**config.mk**
```make
export PLATFORM = sky130hd
export DESIGN_NAME = seven_seg_scan_decoder
export DESIGN_NICKNAME = d
export VERILOG_FILES = /design/src/rtl/seg_pkg.sv /design/src/rtl/seg_pattern_decode.sv /design/src/rtl/seven_seg_scan_decoder.sv
export SDC_FILE = /design/constraint.sdc
export NUM_CORES = 1
export LEC_CHECK = 0
export CORE_MARGIN = 2
export CORE_UTILIZATION = 35
export CTS_BUF_LIST = sky130_fd_sc_hd__clkbuf_4
export CTS_CLUSTER_SIZE = 25
export DETAILED_ROUTE_END_ITERATION = 10
export HOLD_SLACK_MARGIN = 0.05
export PLACE_DENSITY = 0.68
export SLEW_MARGIN = 15
export SYNTH_ARGS = -nofsm -noshare
export SYNTH_HDL_FRONTEND = slang
export SYNTH_SLANG_ARGS = --single-unit
```
**constraint.sdc**
```tcl
create_clock -name Clk -period 2.4 [get_ports Clk]
set_input_delay 0.48 -clock Clk [delete_from_list [all_inputs] [get_ports Clk]]
set_output_delay 0.48 -clock Clk [all_outputs]
set_load 0.05 [all_outputs]
```
**src/rtl/seg_pkg.sv**
```systemverilog
// Shared constants for the 7-segment scan decoder: active-low segment codes
// (bit order g..a) and the frame-tracking FSM state type.
package seg_pkg;

  localparam logic [6:0] SEG_0     = 7'h40;
  localparam logic [6:0] SEG_1     = 7'h79;
  localparam logic [6:0] SEG_2     = 7'h24;
  localparam logic [6:0] SEG_3     = 7'h30;
  localparam logic [6:0] SEG_4     = 7'h19;
  localparam logic [6:0] SEG_5     = 7'h12;
  localparam logic [6:0] SEG_6     = 7'h02;
  localparam logic [6:0] SEG_7     = 7'h78;
  localparam logic [6:0] SEG_8     = 7'h00;
  localparam logic [6:0] SEG_9     = 7'h10;
  localparam logic [6:0] SEG_A     = 7'h08;
  localparam logic [6:0] SEG_B     = 7'h03;
  localparam logic [6:0] SEG_C     = 7'h46;
  localparam logic [6:0] SEG_D     = 7'h21;
  localparam logic [6:0] SEG_E     = 7'h06;
  localparam logic [6:0] SEG_F     = 7'h0E;
  localparam logic [6:0] SEG_BLANK = 7'h7F;
  localparam logic [6:0] SEG_DASH  = 7'h3F;

  typedef enum logic {
    SYNC = 1'b0,
    SCAN = 1'b1
  } scan_state_t;

endpackage

```
**src/rtl/seg_pattern_decode.sv**
```systemverilog
// Combinational inverse of the hex-to-7-segment encoder table. Any code outside
// the 16 valid glyphs (blank and dash included) yields nibble 0 with o_bad set.
module seg_pattern_decode
  import seg_pkg::*;
(
  input  logic [6:0] i_seg,
  output logic [3:0] o_nibble,
  output logic       o_bad
);

  always_comb begin
    o_nibble = 4'h0;
    o_bad    = 1'b0;
    case (i_seg)
      SEG_0:     o_nibble = 4'h0;
      SEG_1:     o_nibble = 4'h1;
      SEG_2:     o_nibble = 4'h2;
      SEG_3:     o_nibble = 4'h3;
      SEG_4:     o_nibble = 4'h4;
      SEG_5:     o_nibble = 4'h5;
      SEG_6:     o_nibble = 4'h6;
      SEG_7:     o_nibble = 4'h7;
      SEG_8:     o_nibble = 4'h8;
      SEG_9:     o_nibble = 4'h9;
      SEG_A:     o_nibble = 4'hA;
      SEG_B:     o_nibble = 4'hB;
      SEG_C:     o_nibble = 4'hC;
      SEG_D:     o_nibble = 4'hD;
      SEG_E:     o_nibble = 4'hE;
      SEG_F:     o_nibble = 4'hF;
      SEG_BLANK: o_bad    = 1'b1;
      SEG_DASH:  o_bad    = 1'b1;
      default:   o_bad    = 1'b1;
    endcase
  end

endmodule

```
**src/rtl/seven_seg_scan_decoder.sv**
```systemverilog
// Rebuilds hex frames from a multiplexed active-low segment/anode bus, with a
// per-digit stability filter and scan-order checking. Optional: SEG_DP_CAPTURE_EN.
module seven_seg_scan_decoder
  import seg_pkg::*;
#(
  parameter int NUM_DIGITS = 4,
  parameter int STABLE_CYC = 4,
  parameter int CNT_W      = 8
) (
  input  logic                    Clk,
  input  logic                    Rst_n,
  input  logic [7:0]              SegIn,
  input  logic [NUM_DIGITS-1:0]   AnIn,
  output logic [4*NUM_DIGITS-1:0] Value,
  output logic [NUM_DIGITS-1:0]   DigErr,
  output logic                    FrameValid,
  output logic                    SeqErr
`ifdef SEG_DP_CAPTURE_EN
  ,
  output logic [NUM_DIGITS-1:0]   DpOut
`endif
);

  localparam int IDX_W = (NUM_DIGITS > 1) ? $clog2(NUM_DIGITS) : 1;
  localparam logic [IDX_W-1:0] LAST_IDX = IDX_W'(NUM_DIGITS - 1);

`ifdef SEG_DP_CAPTURE_EN
  localparam int SEG_W = 8;
`else
  localparam int SEG_W = 7;
`endif

  logic [SEG_W-1:0] w_seg_in;
`ifdef SEG_DP_CAPTURE_EN
  assign w_seg_in = SegIn;
`else
  // The dp bit is dropped before the register so it cannot disturb stability.
  logic w_unused_dp;
  assign w_unused_dp = SegIn[7];
  assign w_seg_in    = SegIn[6:0];
`endif

  logic [SEG_W-1:0]                r_seg;
  logic [NUM_DIGITS-1:0]           r_an;
  logic [CNT_W-1:0]                r_cnt;
  scan_state_t                     r_state;
  logic [IDX_W-1:0]                r_exp;
  logic [NUM_DIGITS-1:0][3:0]      r_buf_nib;
  logic [NUM_DIGITS-1:0]           r_buf_bad;
  logic                            r_done;
  logic [NUM_DIGITS-1:0][3:0]      r_value;
  logic [NUM_DIGITS-1:0]           r_digerr;
  logic                            r_fv;
  logic                            r_seqerr;

  logic [NUM_DIGITS-1:0] w_zeros;
  logic                  w_onehot;
  logic                  w_multi;
  logic                  w_same;
  logic                  w_hit;
  logic [IDX_W-1:0]      w_idx;
  logic [IDX_W-1:0]      w_prev_exp;
  logic [CNT_W-1:0]      w_cnt_next;
  logic [3:0]            w_nib;
  logic                  w_bad;

  assign w_zeros  = ~r_an;
  assign w_onehot = (w_zeros != '0) && ((w_zeros & (w_zeros - 1'b1)) == '0);
  assign w_multi  = (w_zeros != '0) && !w_onehot;
  assign w_same   = ({w_seg_in, AnIn} == {r_seg, r_an});
  // One edge before the counter saturates is the single latch point per dwell.
  assign w_hit    = w_onehot && w_same && (r_cnt == CNT_W'(STABLE_CYC - 1));
  assign w_prev_exp = (r_exp == '0) ? LAST_IDX : r_exp - 1'b1;

  always_comb begin
    w_idx = '0;
    for (int i = 0; i < NUM_DIGITS; i++) begin
      if (w_zeros[i]) w_idx = IDX_W'(i);
    end
  end

  always_comb begin
    w_cnt_next = '0;
    if (w_onehot && w_same) begin
      w_cnt_next = (r_cnt == CNT_W'(STABLE_CYC)) ? r_cnt : r_cnt + 1'b1;
    end
  end

  seg_pattern_decode u_decode (
    .i_seg    (r_seg[6:0]),
    .o_nibble (w_nib),
    .o_bad    (w_bad)
  );

`ifdef SEG_DP_CAPTURE_EN
  logic [NUM_DIGITS-1:0] r_buf_dp;
  logic [NUM_DIGITS-1:0] r_dp_out;

  always_ff @(posedge Clk or negedge Rst_n) begin
    if (!Rst_n) begin
      r_buf_dp <= '0;
      r_dp_out <= '0;
    end else begin
      if (r_done) r_dp_out <= r_buf_dp;
      if ((r_state == SCAN) && w_multi) begin
        r_buf_dp <= '0;
      end else if (w_hit && (((r_state == SYNC) && (w_idx == '0)) ||
                             ((r_state == SCAN) && (w_idx == r_exp)))) begin
        r_buf_dp[w_idx] <= ~r_seg[7];
      end else if (w_hit && (r_state == SCAN) && (w_idx != w_prev_exp)) begin
        r_buf_dp <= '0;
      end
    end
  end

  assign DpOut = r_dp_out;
`endif

  always_ff @(posedge Clk or negedge Rst_n) begin
    if (!Rst_n) begin
      r_seg     <= '0;
      r_an      <= '0;
      r_cnt     <= '0;
      r_state   <= SYNC;
      r_exp     <= '0;
      r_buf_nib <= '0;
      r_buf_bad <= '0;
      r_done    <= 1'b0;
      r_value   <= '0;
      r_digerr  <= '0;
      r_fv      <= 1'b0;
      r_seqerr  <= 1'b0;
    end else begin
      r_seg    <= w_seg_in;
      r_an     <= AnIn;
      r_cnt    <= w_cnt_next;
      r_done   <= 1'b0;
      r_fv     <= 1'b0;
      r_seqerr <= 1'b0;
      if (r_done) begin
        r_value  <= r_buf_nib;
        r_digerr <= r_buf_bad;
        r_fv     <= 1'b1;
      end
      case (r_state)
        SYNC: begin
          if (w_hit && (w_idx == '0)) begin
            r_buf_nib[0] <= w_nib;
            r_buf_bad[0] <= w_bad;
            r_exp        <= IDX_W'(1);
            r_state      <= SCAN;
          end
        end
        SCAN: begin
          if (w_multi || (w_hit && (w_idx != r_exp) && (w_idx != w_prev_exp))) begin
            r_seqerr  <= 1'b1;
            r_buf_nib <= '0;
            r_buf_bad <= '0;
            r_exp     <= '0;
            r_state   <= SYNC;
          end else if (w_hit && (w_idx == r_exp)) begin
            r_buf_nib[r_exp] <= w_nib;
            r_buf_bad[r_exp] <= w_bad;
            if (r_exp == LAST_IDX) begin
              r_exp  <= '0;
              r_done <= 1'b1;
            end else begin
              r_exp <= r_exp + 1'b1;
            end
          end
        end
        default: r_state <= SYNC;
      endcase
    end
  end

  assign Value      = r_value;
  assign DigErr     = r_digerr;
  assign FrameValid = r_fv;
  assign SeqErr     = r_seqerr;

endmodule
```
==> impl_metrics.yaml, run 1 <==
run_status:
  run_status: "finished clean"
cells_and_area:
  antenna_cells: 0
  drive_gt1_share_pct: 23.3
  area_growth_pct: 25.1
  stdcell_count: 519
  nets: 401
  fillers: 913
  fin_util_pct: 44.4
synthesis:
  syn_area_mm2: 0.00342
  yosysUniqueCellTypes: 60
  yosys_warnings: 0
  postSynthCellCount: 317
  synth.area.top_cells: "dfrtp_1, mux2_2, xor2_1"
  synth_simple_gate_area_share_pct: 21.3
  ys_seq_elements: 65
  yosysTopAreaCell: "dfrtp_1"
  synthAdderAreaFrac_pct: 2.20
  synthMuxAreaShare_pct: 8.64
  synthFlopType: "dfrtp_1"
  synth_compound_area_share_pct: 10.1
  synth-async-reset-ratio_pct: 100
  synth_top_family_by_area: "simple AND/OR/NAND/NOR gates"
  synth_edf_count: 0
  syn_area_per_cell_um2: 10.8
  synth_fp_nets: 337
  synth_xor_area_share_pct: 5.60
  synth_top_area_share_pct: 47.6
  yosysSeqAreaShare_pct: 47.6
global_routing:
  grt_overflow: 0
  grt_pass1_vias: 2603
  grt_pass1_wl_um: 12100
  antenna_found_initial: 0
  track_usage_pct: 14.5
  grt_max_degree: 66
floorplanning:
  rows: 36
  core-area_mm2: 0.00964
  start_util_pct: 35.5
  die_w_um: 103
  die_area_mm2: 0.0106
  ios: 36
  die_h_um: 103
timing:
  clock_skew_ns: 0.0185
  finalMaxSlewViolations: 0
  worst_pin_slew_ns: 0.643
  fmax_mhz: 439
  period_share_pct: 95.0
  setup_tns_ns: 0
  finalSetupViolations: 0
  hold_viol: 0
  rsz0062_at_grt: "false"
  min_period_ns: 2.28
  relSlewSlack_pct: 56.7
setup_path:
  crit_type: "reg -> reg"
  cp_slowest_cell: "a2111o_4"
  reg2regPathDepth: 9
  r2r_setup_slack_ns: 0.12
  startpoint: "r_exp[0]"
  crit_end: "r_buf_nib[8]"
  r2r-end: "r_buf_nib[8]"
  crit_required_ns: 2.69
  slowest_delay_ns: 0.49
  crit_path_start_kind: "flop"
  crit_path_end_kind: "flop"
  r2r_start: "r_exp[0]"
  critPathMaxFanout: 16
  worstPathArrival_ns: 2.57
  crit_chain: "inv_2 -> ha_2 -> and2b_1 -> xnor2_1 -> a31o_2 -> a2111o_4 -> a21oi_4 -> buf_12 -> o31ai_1"
pwr:
  powerDensity_mw_per_mm2: 481
  p_total_mw: 2.06
  ir_worst_vdd_mv: 0.227
  pwr-share-comb_pct: 9.1
  p_switching_mw: 0.544
  intPower_mw: 1.51
  pwr-share-seq_pct: 54.2
  p_leak_nw: 1.90
  p_sw_share_pct: 26.4
  clock_power_share_pct: 36.6
detailed_routing:
  wire_per_inst_um: 13.2
  first_pass_iters: 4
  dr_total_vias: 2554
  post-route-drc-count: 0
  finalWirelength_um: 6840
  ant_nets: 0
  post_drt_via_cell_ratio: 4.92
  drt_iter0_markers: 92
hold_path:
  hold_path.class: "in -> async"
clocking:
  cts_root_buf: "clkbuf_4"
  cts.path.max_buffers: 2
  cts-htree-levels: 3
  cts_buffers: 9
  clk_latency_ns: 0.41
  cts_tree: "built"
  numClockSinks: 65
  postCtsSetupBuffers: 0
  clk_pin_slew_ns: 0.12
placed_design:
  io_buffers: 34
  place_congestion: 0.894
  dpl.hpwl_um: 5010
  placed_cells: 503
run:
  drv_cap: 0
==> per-stage QoR <==
step           cell area [µm²]  hold slack [ns]  setup WS (ns)
3_5_place_dp              4130            0.494         -0.213
5_1_grt                   4280           0.0751        0.00360
4_1_cts                   4270           0.0623         0.0728
2_1_floorplan             3420            0.184         0.0198
6_report                  4280           0.0767          0.121
3_3_place_gp              4130            0.490         -0.191
==> cell usage after synthesis (all sizes together) (2+ instances only) <==
master	count
inv	20
xnor2	8
nor3b	4
o31ai	13
xor2	13
nand4bb	2
a22oi	3
mux2i	7
nor4bb	2
or3	2
nand2	24
buf	5
a21oi	6
clkbuf	10
o211ai	4
mux2	20
dfrtp	65
and3b	2
nand4	7
and4	2
a211oi	2
nand3	15
and3	5
nor4	7
nor2	24
o22ai	2
nor4b	4
o21ai	6
ha	6
nor3	8
==> cells in the final DEF, fill, tap and decap left out, drive strengths merged, types with 2 or more instances in the layout <==
cell type and instances:
nand4bb 2, or3 2, xnor2 8, xor2 13
a21oi 6, clkbuf 9, clkdlybuf4s50 33, mux2i 7
o21ai 6, buf 35, nand3 15, nor4bb 2
and3b 2, a211oi 2, nand2 24, inv 21
nor4b 4, nor2 24, mux2 20, nor4 7
o22ai 2, clkinv 6, nor3b 4, and4 2
a22oi 3, nor3 8, o31ai 13, o211ai 4
and3 5, ha 6, nand4 7, dfrtp 65
==> worst min path at each step <==
| stage | to | slack, ns | depth (start not counted) |
|---|---|---|---|
| 2_1_floorplan | DigErr[0] | 0.18 | 0 |
| 3_3_place_gp | DigErr[3] | 0.49 | 1 |
| 3_5_place_dp | Value[4] | 0.49 | 1 |
| 4_1_cts | FrameValid | 0.06 | 2 |
| 5_1_grt | FrameValid | 0.08 | 2 |
| 6_report | SeqErr | 0.08 | 2 |
==> kinds of logic (layout without fill, tap and decap cells) <==
family	count (synthesis)	count (layout)
AO/OA/AOI/OAI	46	46
XOR/XNOR	21	21
adder cells (fa/ha/maj)	6	6
buffers and inverters	36	105
flip-flops	65	65
multiplexers	27	27
AND/OR/NAND/NOR	116	116
==> layout make-up <==
cell class / instances / area, µm² / share of cell area (%)
multi-input cells: 216 / 1640 / 38.4
flip-flops and latches: 65 / 1630 / 38.0
repair buffers: 68 / 616 / 14.4
well taps: 133 / 166 / 3.89
clock inverters: 7 / 78.8 / 1.84
inverters: 21 / 78.8 / 1.84
clock buffers: 9 / 67.6 / 1.58
==> worst max-delay path, delay by kind of cell, from the launching register on <==
family          cells  cell delay, ns
simple gates        1            0.20
fa+ha+maj           1            0.19
compound gates      4            0.99
buf+inv             2            0.25
xor+xnor            1            0.12
flops               1            0.41
==> what timing repair did <==
action,CTS,global route
resized for setup,0,2
hold buffers,0,0
endpoints found under the setup margin,0,6
==> power groups by stage <==
stage | Sequential [mW] | Combinational [mW] | Clock (mW)
after detailed placement | 1.14 | 0.191 | 0
after floorplan | 1.13 | 0.104 | 0
final | 1.12 | 0.188 | 0.754
after CTS | 1.12 | 0.191 | 0.783
after global placement | 1.14 | 0.186 | 0
after global routing | 1.12 | 0.208 | 0.828
==> state kept, by name, indices dropped and copies added, names as in the netlist <==
name	flops
Value	16
FrameValid	1
DigErr	4
r_state	1
r_seg	7
r_cnt	8
r_an	4
r_done	1
SeqErr	1
r_buf_nib	16
r_buf_bad	4
r_exp	2
==> routing by layer <==
layer	routed length, µm	track usage, %	vias to the layer above
li1	-	-	1266
met1	3390	19.5	1235
met2	3160	23.4	45
met3	183	2.85	8
met4	104	5.57	0
met5	0	0	-
Power figures use the tool's default switching activity.
==> run 2: changes to the inputs <==
--- a/config.mk
+++ b/config.mk
@@ -5,13 +5,16 @@
 export SDC_FILE = /design/constraint.sdc
 export NUM_CORES = 1
 export LEC_CHECK = 0
+export CELL_PAD_IN_SITES_DETAIL_PLACEMENT = 1
+export CELL_PAD_IN_SITES_GLOBAL_PLACEMENT = 1
 export CORE_MARGIN = 2
 export CORE_UTILIZATION = 35
 export CTS_BUF_LIST = sky130_fd_sc_hd__clkbuf_4
 export CTS_CLUSTER_SIZE = 25
 export DETAILED_ROUTE_END_ITERATION = 10
+export GPL_TIMING_DRIVEN = 0
 export HOLD_SLACK_MARGIN = 0.05
-export PLACE_DENSITY = 0.68
+export PLACE_DENSITY = 0.79
 export SLEW_MARGIN = 15
 export SYNTH_ARGS = -nofsm -noshare
 export SYNTH_HDL_FRONTEND = slang
==> run 2 against run 1 <==
Compared with the run above:
- first-iteration DRC count down 12%
- final cell count rose by 0.77%
- global-route usage is 2.8 points higher
- design area up 1.9%
- sequential share of layout area shrank 0.63 points
- die area unchanged
- sequential cell count unchanged
- via count up 8.1%
- utilization increased by 0.86 points
- setup slack worse by 0.053 ns
==> impl_metrics.yaml, run 2 (synthesis results as in run 1) <==
setup_path:
  crit_required_ns: 2.71
  crit_path_start_kind: "input pin"
  critPathMaxFanout: 5
  crit_type: "in -> reg"
  crit_path_end_kind: "flop"
  worstPathArrival_ns: 2.64
clocking:
  numClockSinks: 65
  clk_latency_ns: 0.43
  cts_root_buf: "clkbuf_4"
  cts.path.max_buffers: 2
  cts_tree: "built"
  clk_pin_slew_ns: 0.11
  cts_buffers: 9
  cts-htree-levels: 3
floorplanning:
  rows: 36
  ios: 36
  die_h_um: 103
  core-area_mm2: 0.00964
  die_area_mm2: 0.0106
  die_w_um: 103
  start_util_pct: 35.5
timing:
  period_share_pct: 97.2
  timing.hold.ws_ns: 0.431
  min_period_ns: 2.33
  finalSetupViolations: 0
  finalMaxSlewViolations: 0
  fmax_mhz: 429
  fin_ws_ns: 0.0680
  relSlewSlack_pct: 46.4
  clock_skew_ns: 0.0170
  hold_viol: 0
  setup_tns_ns: 0
  worst_pin_slew_ns: 0.800
cells_and_area:
  final_common_cell: "dfrtp_1"
  area_growth_pct: 27.6
  nets: 404
  stdcell_count: 523
  fillers: 1076
  final_cell_mix: "dfrtp_1, clkdlybuf4s50_1, nand2_1, nor2_1, buf_4"
  drive_gt1_share_pct: 24.9
  stdcell_area_mm2: 0.00436
  fin_util_pct: 45.2
detailed_routing:
  first_pass_iters: 4
  ant_nets: 0
  wl_met1_um: 3840
  post_drt_via_cell_ratio: 5.28
  wire_per_inst_um: 17.2
  highest_layer: "met4"
  post-route-drc-count: 0
  met2_length_um: 4700
  dr_total_vias: 2761
  finalWirelength_um: 8980
  dr_wl_met3_um: 231
  drt_iter0_markers: 81
placed_design:
  placed_cells: 485
  dpl.hpwl_um: 6120
  dp_worst_setup_slack_ns: -0.563
  place_congestion: 0.794
  placed_area_mm2: 0.00395
  io_buffers: 34
global_routing:
  grt_pass1_wl_um: 14100
  track_usage_pct: 17.3
  grt_overflow: 0
  grt_max_degree: 35
  antenna_found_initial: 1
  grt_pass1_vias: 2795
pwr:
  p_leak_nw: 1.92
  powerDensity_mw_per_mm2: 445
  p_total_mw: 1.94
  ir_worst_vdd_mv: 0.180
run_status:
  run_status: "finished clean"
hold_path:
  hold_path.class: "reg -> reg"
run:
  drv_cap: 0
-- run 2: power breakdown --
group	total, mW	internal [mW]	leakage [nW]	switching (mW)
clock	0.630	0.215	0.0535	0.416
combinational	0.197	0.0786	1.00	0.118
sequential	1.11	1.10	0.864	0.0101
-- run 2: what timing repair did --
item	CTS	global route
setup buffers	7	13
endpoints found under the setup margin	21	21
pin swaps	2	9
gates cloned	1	0
hold endpoints to repair	31	0
resized for setup	14	16
hold buffers	1	0
-- run 2: final timing paths --
check                           startpoint           end  slack [ns]  cells after the start
min in group asynchronous            Rst_n  r_buf_bad[1]        0.52                      2
worst min register to register      r_done    FrameValid        0.43                      0
max in group asynchronous            Rst_n      Value[3]        1.33                      3
worst min-delay path                r_done    FrameValid        0.43                      0
worst max register to register    r_exp[1]  r_buf_nib[9]        0.07                      9
worst max-delay path              SegIn[0]  r_buf_nib[9]        0.07                      8
-- run 2: cell type report --
class,count,area (µm²),share of cell area [%]
diodes,1,2.50,0.0574
inverters,21,81.3,1.87
clock buffers,10,75.1,1.72
flip-flops and latches,65,1630,37.4
well taps,133,166,3.82
repair buffers,57,526,12.1
clock inverters,6,35.0,0.803
plain buffers,14,73.8,1.69
multi-input cells,216,1770,40.6
-- run 2: metal layers --
layer / global-route usage [%] / up-vias
met4: 7.59 / 0
met3: 2.44 / 13
li1: - / 1280
met2: 30.3 / 57
met1: 21.3 / 1411
met5: 0 / -
-- run 2: worst max-delay path, stage by stage --
cell and delay (ns):
clkdlybuf4s50_1 0.45, xor2_1 0.20, nor4b_4 0.38, nand4_4 0.22
a2111o_4 0.43, a21oi_4 0.24, buf_4 0.16, o31ai_1 0.07
